## config.mk

```make
export PLATFORM = sky130hd
export DESIGN_NAME = serial_cpu_8bit
export DESIGN_NICKNAME = d
export VERILOG_FILES = /design/src/rtl/serial_cpu_8bit.sv
export SDC_FILE = /design/constraint.sdc
export NUM_CORES = 1
export LEC_CHECK = 0
export CAP_MARGIN = 0
export CORE_MARGIN = 3
export CORE_UTILIZATION = 50
export CTS_CLUSTER_DIAMETER = 80
export CTS_CLUSTER_SIZE = 40
export DETAILED_ROUTE_END_ITERATION = 16
export PLACE_DENSITY = 0.71
export SKIP_CTS_REPAIR_TIMING = 1
export SLEW_MARGIN = 20
export SYNTH_ARGS = -nofsm -noshare
export SYNTH_HDL_FRONTEND = slang
export SYNTH_SLANG_ARGS = --single-unit
```

## constraint.sdc

```tcl
create_clock -name clk -period 9.2 [get_ports clk]
set_clock_uncertainty 0.15 [all_clocks]
set_input_delay 1.84 -clock clk [delete_from_list [all_inputs] [get_ports clk]]
set_output_delay 1.84 -clock clk [all_outputs]
set_load 0.02 [all_outputs]
```

## src/rtl/serial_cpu_8bit.sv

```systemverilog
// Multi-cycle CPU: 16-bit instructions fetched as two bytes over an 8-bit bus,
// eight 16-bit registers, shared instruction/data byte memory.
module serial_cpu_8bit #(
  parameter int DATA_WIDTH      = 8,
  parameter int ADDR_WIDTH      = 10,
  parameter int DEFAULT_PC_ADDR = 250
) (
  input  logic                  clk,
  input  logic                  rst_n,
  input  logic                  enable,
  input  logic                  start,
  input  logic                  CPU_WAIT,
  input  logic [DATA_WIDTH-1:0] i_datain,
  input  logic [DATA_WIDTH-1:0] d_datain,
  output logic                  is_i_addr,
  output logic [1:0]            nxt,
  output logic [ADDR_WIDTH-1:0] i_addr,
  output logic [ADDR_WIDTH-1:0] d_addr,
  output logic                  d_we,
  output logic [DATA_WIDTH-1:0] d_dataout
);

  localparam int PW = ADDR_WIDTH - 1;
  localparam logic [PW-1:0] DEF_PC = PW'(DEFAULT_PC_ADDR);
  localparam logic [PW-1:0] PC_ONE = PW'(1);

  localparam logic [4:0] OP_HALT  = 5'b00001;
  localparam logic [4:0] OP_LOAD  = 5'b00010;
  localparam logic [4:0] OP_STORE = 5'b00011;
  localparam logic [4:0] OP_ADD   = 5'b01000;
  localparam logic [4:0] OP_ADDI  = 5'b01001;
  localparam logic [4:0] OP_SUB   = 5'b01010;
  localparam logic [4:0] OP_SUBI  = 5'b01011;
  localparam logic [4:0] OP_CMP   = 5'b01100;
  localparam logic [4:0] OP_AND   = 5'b01101;
  localparam logic [4:0] OP_OR    = 5'b01110;
  localparam logic [4:0] OP_XOR   = 5'b01111;
  localparam logic [4:0] OP_SET   = 5'b10011;
  localparam logic [4:0] OP_JMPR  = 5'b11001;
  localparam logic [4:0] OP_BZ    = 5'b11010;
  localparam logic [4:0] OP_BNZ   = 5'b11011;

  typedef enum logic [2:0] {
    S_IDLE     = 3'd0,
    S_FETCH_LO = 3'd1,
    S_FETCH_HI = 3'd2,
    S_EXEC     = 3'd3,
    S_MEM_LO   = 3'd4,
    S_MEM_HI   = 3'd5,
    S_DONE     = 3'd6
  } state_t;

  state_t          state_q, state_d;
  logic [PW-1:0]   pc_q, pc_d;
  logic [15:0]     ir_q, ir_d;
  logic [15:0]     gr_q [8];
  logic [15:0]     gr_d [8];
  logic            z_q, z_d;
  logic [1:0]      nxt_q, nxt_d;
  logic [DATA_WIDTH-1:0] mdr_q, mdr_d;

  logic            advance_s;
  logic [4:0]      op_s;
  logic [2:0]      rd_s, r1_s, r2_s;
  logic [7:0]      imm8_s;
  logic [3:0]      off4_s;
  logic            is_end_s;
  logic [PW-1:0]   ea_s, br_tgt_s;
  logic [15:0]     alu_res_s;
  logic            alu_wr_s, alu_zupd_s, br_take_s;

  assign advance_s = enable & ~CPU_WAIT;
  assign op_s      = ir_q[15:11];
  assign rd_s      = ir_q[10:8];
  assign r1_s      = ir_q[6:4];
  assign r2_s      = ir_q[2:0];
  assign imm8_s    = ir_q[7:0];
  assign off4_s    = ir_q[3:0];
  assign is_end_s  = (ir_q == 16'h0000);
  // gr_q[0] is never written, so indexing it directly reads zero.
  assign ea_s      = gr_q[r1_s][PW-1:0] + {{(PW-4){1'b0}}, off4_s};
  assign br_tgt_s  = gr_q[rd_s][PW-1:0] + {{(PW-8){1'b0}}, imm8_s};

  // ALU result, writeback/flag enables and branch decision for the current IR.
  always_comb begin
    alu_res_s  = 16'h0000;
    alu_wr_s   = 1'b0;
    alu_zupd_s = 1'b0;
    br_take_s  = 1'b0;
    case (op_s)
      OP_ADD:  begin alu_res_s = gr_q[r1_s] + gr_q[r2_s]; alu_wr_s = 1'b1; alu_zupd_s = 1'b1; end
      OP_SUB:  begin alu_res_s = gr_q[r1_s] - gr_q[r2_s]; alu_wr_s = 1'b1; alu_zupd_s = 1'b1; end
      OP_AND:  begin alu_res_s = gr_q[r1_s] & gr_q[r2_s]; alu_wr_s = 1'b1; alu_zupd_s = 1'b1; end
      OP_OR:   begin alu_res_s = gr_q[r1_s] | gr_q[r2_s]; alu_wr_s = 1'b1; alu_zupd_s = 1'b1; end
      OP_XOR:  begin alu_res_s = gr_q[r1_s] ^ gr_q[r2_s]; alu_wr_s = 1'b1; alu_zupd_s = 1'b1; end
      OP_CMP:  begin alu_res_s = gr_q[r1_s] - gr_q[r2_s]; alu_zupd_s = 1'b1; end
      OP_ADDI: begin alu_res_s = gr_q[rd_s] + {8'h00, imm8_s}; alu_wr_s = 1'b1; alu_zupd_s = 1'b1; end
      OP_SUBI: begin alu_res_s = gr_q[rd_s] - {8'h00, imm8_s}; alu_wr_s = 1'b1; alu_zupd_s = 1'b1; end
      OP_SET:  begin alu_res_s = {8'h00, imm8_s}; alu_wr_s = 1'b1; end
      OP_JMPR: br_take_s = 1'b1;
      OP_BZ:   br_take_s = z_q;
      OP_BNZ:  br_take_s = ~z_q;
      default: alu_res_s = 16'h0000;
    endcase
  end

  // State register.
  always_ff @(posedge clk or posedge rst_n) begin
    if (rst_n) state_q <= S_IDLE;
    else       state_q <= state_d;
  end

  // Next-state logic; a stalled or disabled core holds its state.
  always_comb begin
    state_d = state_q;
    if (advance_s) begin
      case (state_q)
        S_IDLE:     state_d = start ? S_FETCH_LO : S_IDLE;
        S_FETCH_LO: state_d = S_FETCH_HI;
        S_FETCH_HI: state_d = S_EXEC;
        S_EXEC: begin
          if (is_end_s)                                   state_d = S_IDLE;
          else if (op_s == OP_HALT)                       state_d = S_DONE;
          else if (op_s == OP_LOAD || op_s == OP_STORE)   state_d = S_MEM_LO;
          else                                            state_d = S_FETCH_LO;
        end
        S_MEM_LO:   state_d = S_MEM_HI;
        S_MEM_HI:   state_d = S_FETCH_LO;
        S_DONE:     state_d = start ? S_FETCH_LO : S_DONE;
        default:    state_d = S_IDLE;
      endcase
    end else begin
      state_d = state_q;
    end
  end

  // Datapath next values: IR assembly, PC, register file, Z, status and load byte.
  always_comb begin
    pc_d  = pc_q;
    ir_d  = ir_q;
    gr_d  = gr_q;
    z_d   = z_q;
    nxt_d = nxt_q;
    mdr_d = mdr_q;
    if (advance_s) begin
      case (state_q)
        S_IDLE, S_DONE: begin
          if (start) nxt_d = 2'b00;
          else       nxt_d = nxt_q;
        end
        S_FETCH_LO: ir_d[7:0] = i_datain;
        S_FETCH_HI: begin
          ir_d[15:8] = i_datain;
          pc_d       = pc_q + PC_ONE;
        end
        S_EXEC: begin
          if (is_end_s) begin
            pc_d  = DEF_PC;
            nxt_d = 2'b10;
          end else if (op_s == OP_HALT) begin
            pc_d  = DEF_PC;
            nxt_d = 2'b01;
          end else if (br_take_s) begin
            pc_d = br_tgt_s;
          end else begin
            if (alu_wr_s && rd_s != 3'd0) gr_d[rd_s] = alu_res_s;
            else                          gr_d[rd_s] = gr_q[rd_s];
            if (alu_zupd_s) z_d = (alu_res_s == 16'h0000);
            else            z_d = z_q;
          end
        end
        S_MEM_LO: begin
          if (op_s == OP_LOAD) mdr_d = d_datain;
          else                 mdr_d = mdr_q;
        end
        S_MEM_HI: begin
          if (op_s == OP_LOAD && rd_s != 3'd0) gr_d[rd_s] = {d_datain, mdr_q};
          else                                 gr_d[rd_s] = gr_q[rd_s];
        end
        default: pc_d = pc_q;
      endcase
    end else begin
      pc_d = pc_q;
    end
  end

  // Datapath registers.
  always_ff @(posedge clk or posedge rst_n) begin
    if (rst_n) begin
      pc_q  <= {PW{1'b0}};
      ir_q  <= 16'h0000;
      z_q   <= 1'b0;
      nxt_q <= 2'b00;
      mdr_q <= {DATA_WIDTH{1'b0}};
      for (int i = 0; i < 8; i++) gr_q[i] <= 16'h0000;
    end else begin
      pc_q  <= pc_d;
      ir_q  <= ir_d;
      z_q   <= z_d;
      nxt_q <= nxt_d;
      mdr_q <= mdr_d;
      gr_q  <= gr_d;
    end
  end

  // Bus outputs decoded from state; only the write strobe reacts to a stall.
  always_comb begin
    is_i_addr = 1'b1;
    i_addr    = {pc_q, 1'b0};
    d_addr    = {ea_s, 1'b0};
    d_we      = 1'b0;
    d_dataout = {DATA_WIDTH{1'b0}};
    nxt       = nxt_q;
    case (state_q)
      S_FETCH_HI: i_addr = {pc_q, 1'b1};
      S_MEM_LO: begin
        is_i_addr = 1'b0;
        if (op_s == OP_STORE) begin
          d_we      = advance_s;
          d_dataout = gr_q[rd_s][7:0];
        end else begin
          d_we      = 1'b0;
          d_dataout = {DATA_WIDTH{1'b0}};
        end
      end
      S_MEM_HI: begin
        is_i_addr = 1'b0;
        d_addr    = {ea_s, 1'b1};
        if (op_s == OP_STORE) begin
          d_we      = advance_s;
          d_dataout = gr_q[rd_s][15:8];
        end else begin
          d_we      = 1'b0;
          d_dataout = {DATA_WIDTH{1'b0}};
        end
      end
      default: is_i_addr = 1'b1;
    endcase
  end

endmodule

```

==> impl_metrics.tcl <==
set metrics [dict create \
    final_common_cell "dfrtp_1" \
    ir_drop_mv 0.1453 \
    htree_levels 4 \
    cts_tree "built" \
    vias_per_cell 7.357 \
    worstPathArrival_ns 4.32 \
    grt_setup_unrepaired "no" \
    start_util 0.5171 \
    fp.dieH_um 174.1 \
    syn_area_um2 14130 \
    period_minus_slack_ns 6.310 \
    status "finished, final reports clean" \
    yosysWarnings 0 \
    antenna_found_initial 0 \
    setup.worst_path.start_class "flip-flop" \
    path_max_fanout 20 \
    finish.net_count 1572 \
    utilization 0.5631 \
    seqCellArea_um2 4184 \
    insertion_delay_ns 0.45 \
    grt_pass1_vias 12820 \
    antennaDiodeCount 0 \
    synth_edf_count 0 \
    io_pins 53 \
    hp-class "flip-flop to flip-flop" \
    die_w_um 174.1 \
    syn_nets 1585 \
    powerDensity_nw_per_um2 336.8 \
    wl_um 53090 \
    fin_crit_sh 0.6859 \
    cp.required_ns 7.21 \
    fmax_ghz 0.1585 \
    p_leak_nw 6.395 \
    hold_path_end "gr_q[124]$_DFFE_PP0P_" \
    grt_max_degree 106 \
    timing.setup.tns_ns 0 \
    yosysUniqueCellTypes 92 \
    worst_pin_slew_ns 1.193 \
    grt_util_all_layers 0.3415 \
    gr-total-overflow 0 \
    cp-end-kind "output pin" \
    critical_path_class "flip-flop to output pin" \
    final_cell_mix "163 x dfrtp_1, 122 x nor2_1, 91 x nand2_1" \
    drive_above_1_share 0.1269 \
    hpwlAfterDp_um 39210 \
    rr_endpoint "z_q$_DFFE_PP0P_" \
    ys_top_cells_by_area "dfrtp_1 30%, mux4_2 9.7%, ha_1 6.9%" \
    firstDrtPassIters 6 \
    r2r_setup_slack_ns 3.14 \
    rr_startpoint "ir_q[0]$_DFFE_PP0P_" \
    ant_nets 0 \
    clockRootBuffer "clkbuf_16" \
    slew_viol_final 0 \
    syn_to_final_growth_pct 8.890 \
    core_area_um2 27330 \
    synth_top_area_share 0.2957 \
    synthFlopType "dfrtp_1" \
    relSlewSlack 0.2045 \
    synth.avg_cell_area_um2 9.535 \
    rr_worst_depth 16 \
    cts.sinks 167 \
    syn_inst 1482 \
    ys_ff_latch 167 \
    rows 60 \
    die_area_um2 30320 \
    hold_viol 0 \
    fillCellCount 2403 \
    numCtsBuffers 17 \
    clockBufferDepth 2 \
    post_drt_wl_per_cell_um 28.64 \
    port_buffers 52 \
    hold_start "gr_q[124]$_DFFE_PP0P_" \
    drc 0 \
    routabilityCongestion 1.042 \
    grt_pass1_wl_um 79050 \
    setup_viol_count_final 0 \
    maxCapViolCount 0 \
    drt_iter0_drc 2013 \
    multi_input_area_um2 9238 \
    synth_area_leader_cell "dfrtp_1" \
    seq_area_frac_synth 0.2957 \
    vias 13640 \
    async_reset_ff_frac 1.000 \
    whs_path_depth 0 \
    cts.reportedPaths.clkPinSlew_ns 0.07 \
]
==> Yosys cell counts, types with 37 or more instances <==
library cell,number
dfrtp_1,167
nor2_1,123
nand2_1,91
o22ai_1,81
ha_1,78
clkbuf_1,71
a22o_1,66
mux4_2,61
a21oi_1,58
inv_1,55
a22oi_1,47
nor3_1,46
mux2i_1,43
xnor2_1,43
o21ai_1,37
==> layout make-up <==
cell class                 instances  share of cell area
clock inverter                    14             0.01033
sequential                       167              0.2719
timing repair buffer              74             0.04456
inverter                          59             0.01472
multi-input combinational       1150              0.6003
tap                              372             0.03025
clock buffer                      18             0.02789
==> per-stage QoR <==
stage                     std cells  hold slack, ns  power (W)  worst slack, ns  cell area, µm²
final                          1854          0.2811   0.005182            2.890           15390
after global routing           1854          0.2959   0.005430            2.674           15390
after CTS                      1853          0.2805   0.005038            2.902           15380
after detailed placement       1821          0.2625   0.004296            3.373           14790
after global placement         1821          0.2589   0.004269            3.434           14790
after floorplan                1482          0.2984   0.003393            2.692           14130
==> metal layers <==
layer,GRT usage,part of all wire,wire (µm),vias up
met5,0,0.00049,26,-
met4,0.1508,0.047,2519,2
met3,0.1197,0.14,7583,200
met2,0.5027,0.43,22590,1064
met1,0.4556,0.38,20370,6639
li1,-,-,-,5735
==> power by group <==
group          internal (W)  total, W  leakage, nW  switching (W)
combinational       0.00125   0.00334         3.84        0.00209
clock              0.000387  0.000743        0.286       0.000356
sequential         0.000831   0.00110         2.27       0.000266
total               0.00247   0.00518         6.39        0.00271
==> worst max path at each step <==
| stage | startpoint | to | slack (ns) | cells past startpoint |
|---|---|---|---|---|
| 6_report | ir_q[4]$_DFFE_PP0P_ | d_addr[9] | 2.89 | 11 |
| 3_3_place_gp | ir_q[0]$_DFFE_PP0P_ | gr_q[14]$_DFFE_PP0P_ | 3.43 | 16 |
| 4_1_cts | ir_q[4]$_DFFE_PP0P_ | d_addr[9] | 2.90 | 11 |
| 5_1_grt | ir_q[4]$_DFFE_PP0P_ | d_addr[9] | 2.67 | 11 |
| 3_5_place_dp | ir_q[4]$_DFFE_PP0P_ | d_addr[9] | 3.37 | 11 |
| 2_1_floorplan | rst_n | gr_q[0]$_DFFE_PP0P_ | 2.69 | 1 |
==> worst max-delay path: stages (launching register included) <==
cell	delay, ns
dfrtp_2	0.77
mux4_2	0.57
mux2i_1	0.26
inv_1	0.12
ha_1	0.27
fa_1	0.46
a21o_1	0.20
a21oi_1	0.20
nor3_1	0.12
nand3_1	0.16
xnor2_1	0.12
clkdlybuf4s50_1	0.61
==> logic make-up (layout without fill, tap and decap cells) <==
family,Yosys count,count (layout),synth area share
compound gates,490,490,0.2552
xor+xnor,55,55,0.03409
fa+ha+maj,82,82,0.07473
buf+inv,165,165,0.05109
flops,167,167,0.2957
mux,142,142,0.1589
simple gates,381,381,0.1302
==> flip-flops by register name, summed over array words and instances, names as in the netlist <==
register and count:
nxt 2, pc_q 9, ir_q 16, mdr_q 8, z_q 1, state_q 3, gr_q 128
Note: power is estimated with default switching activity, not from simulation.
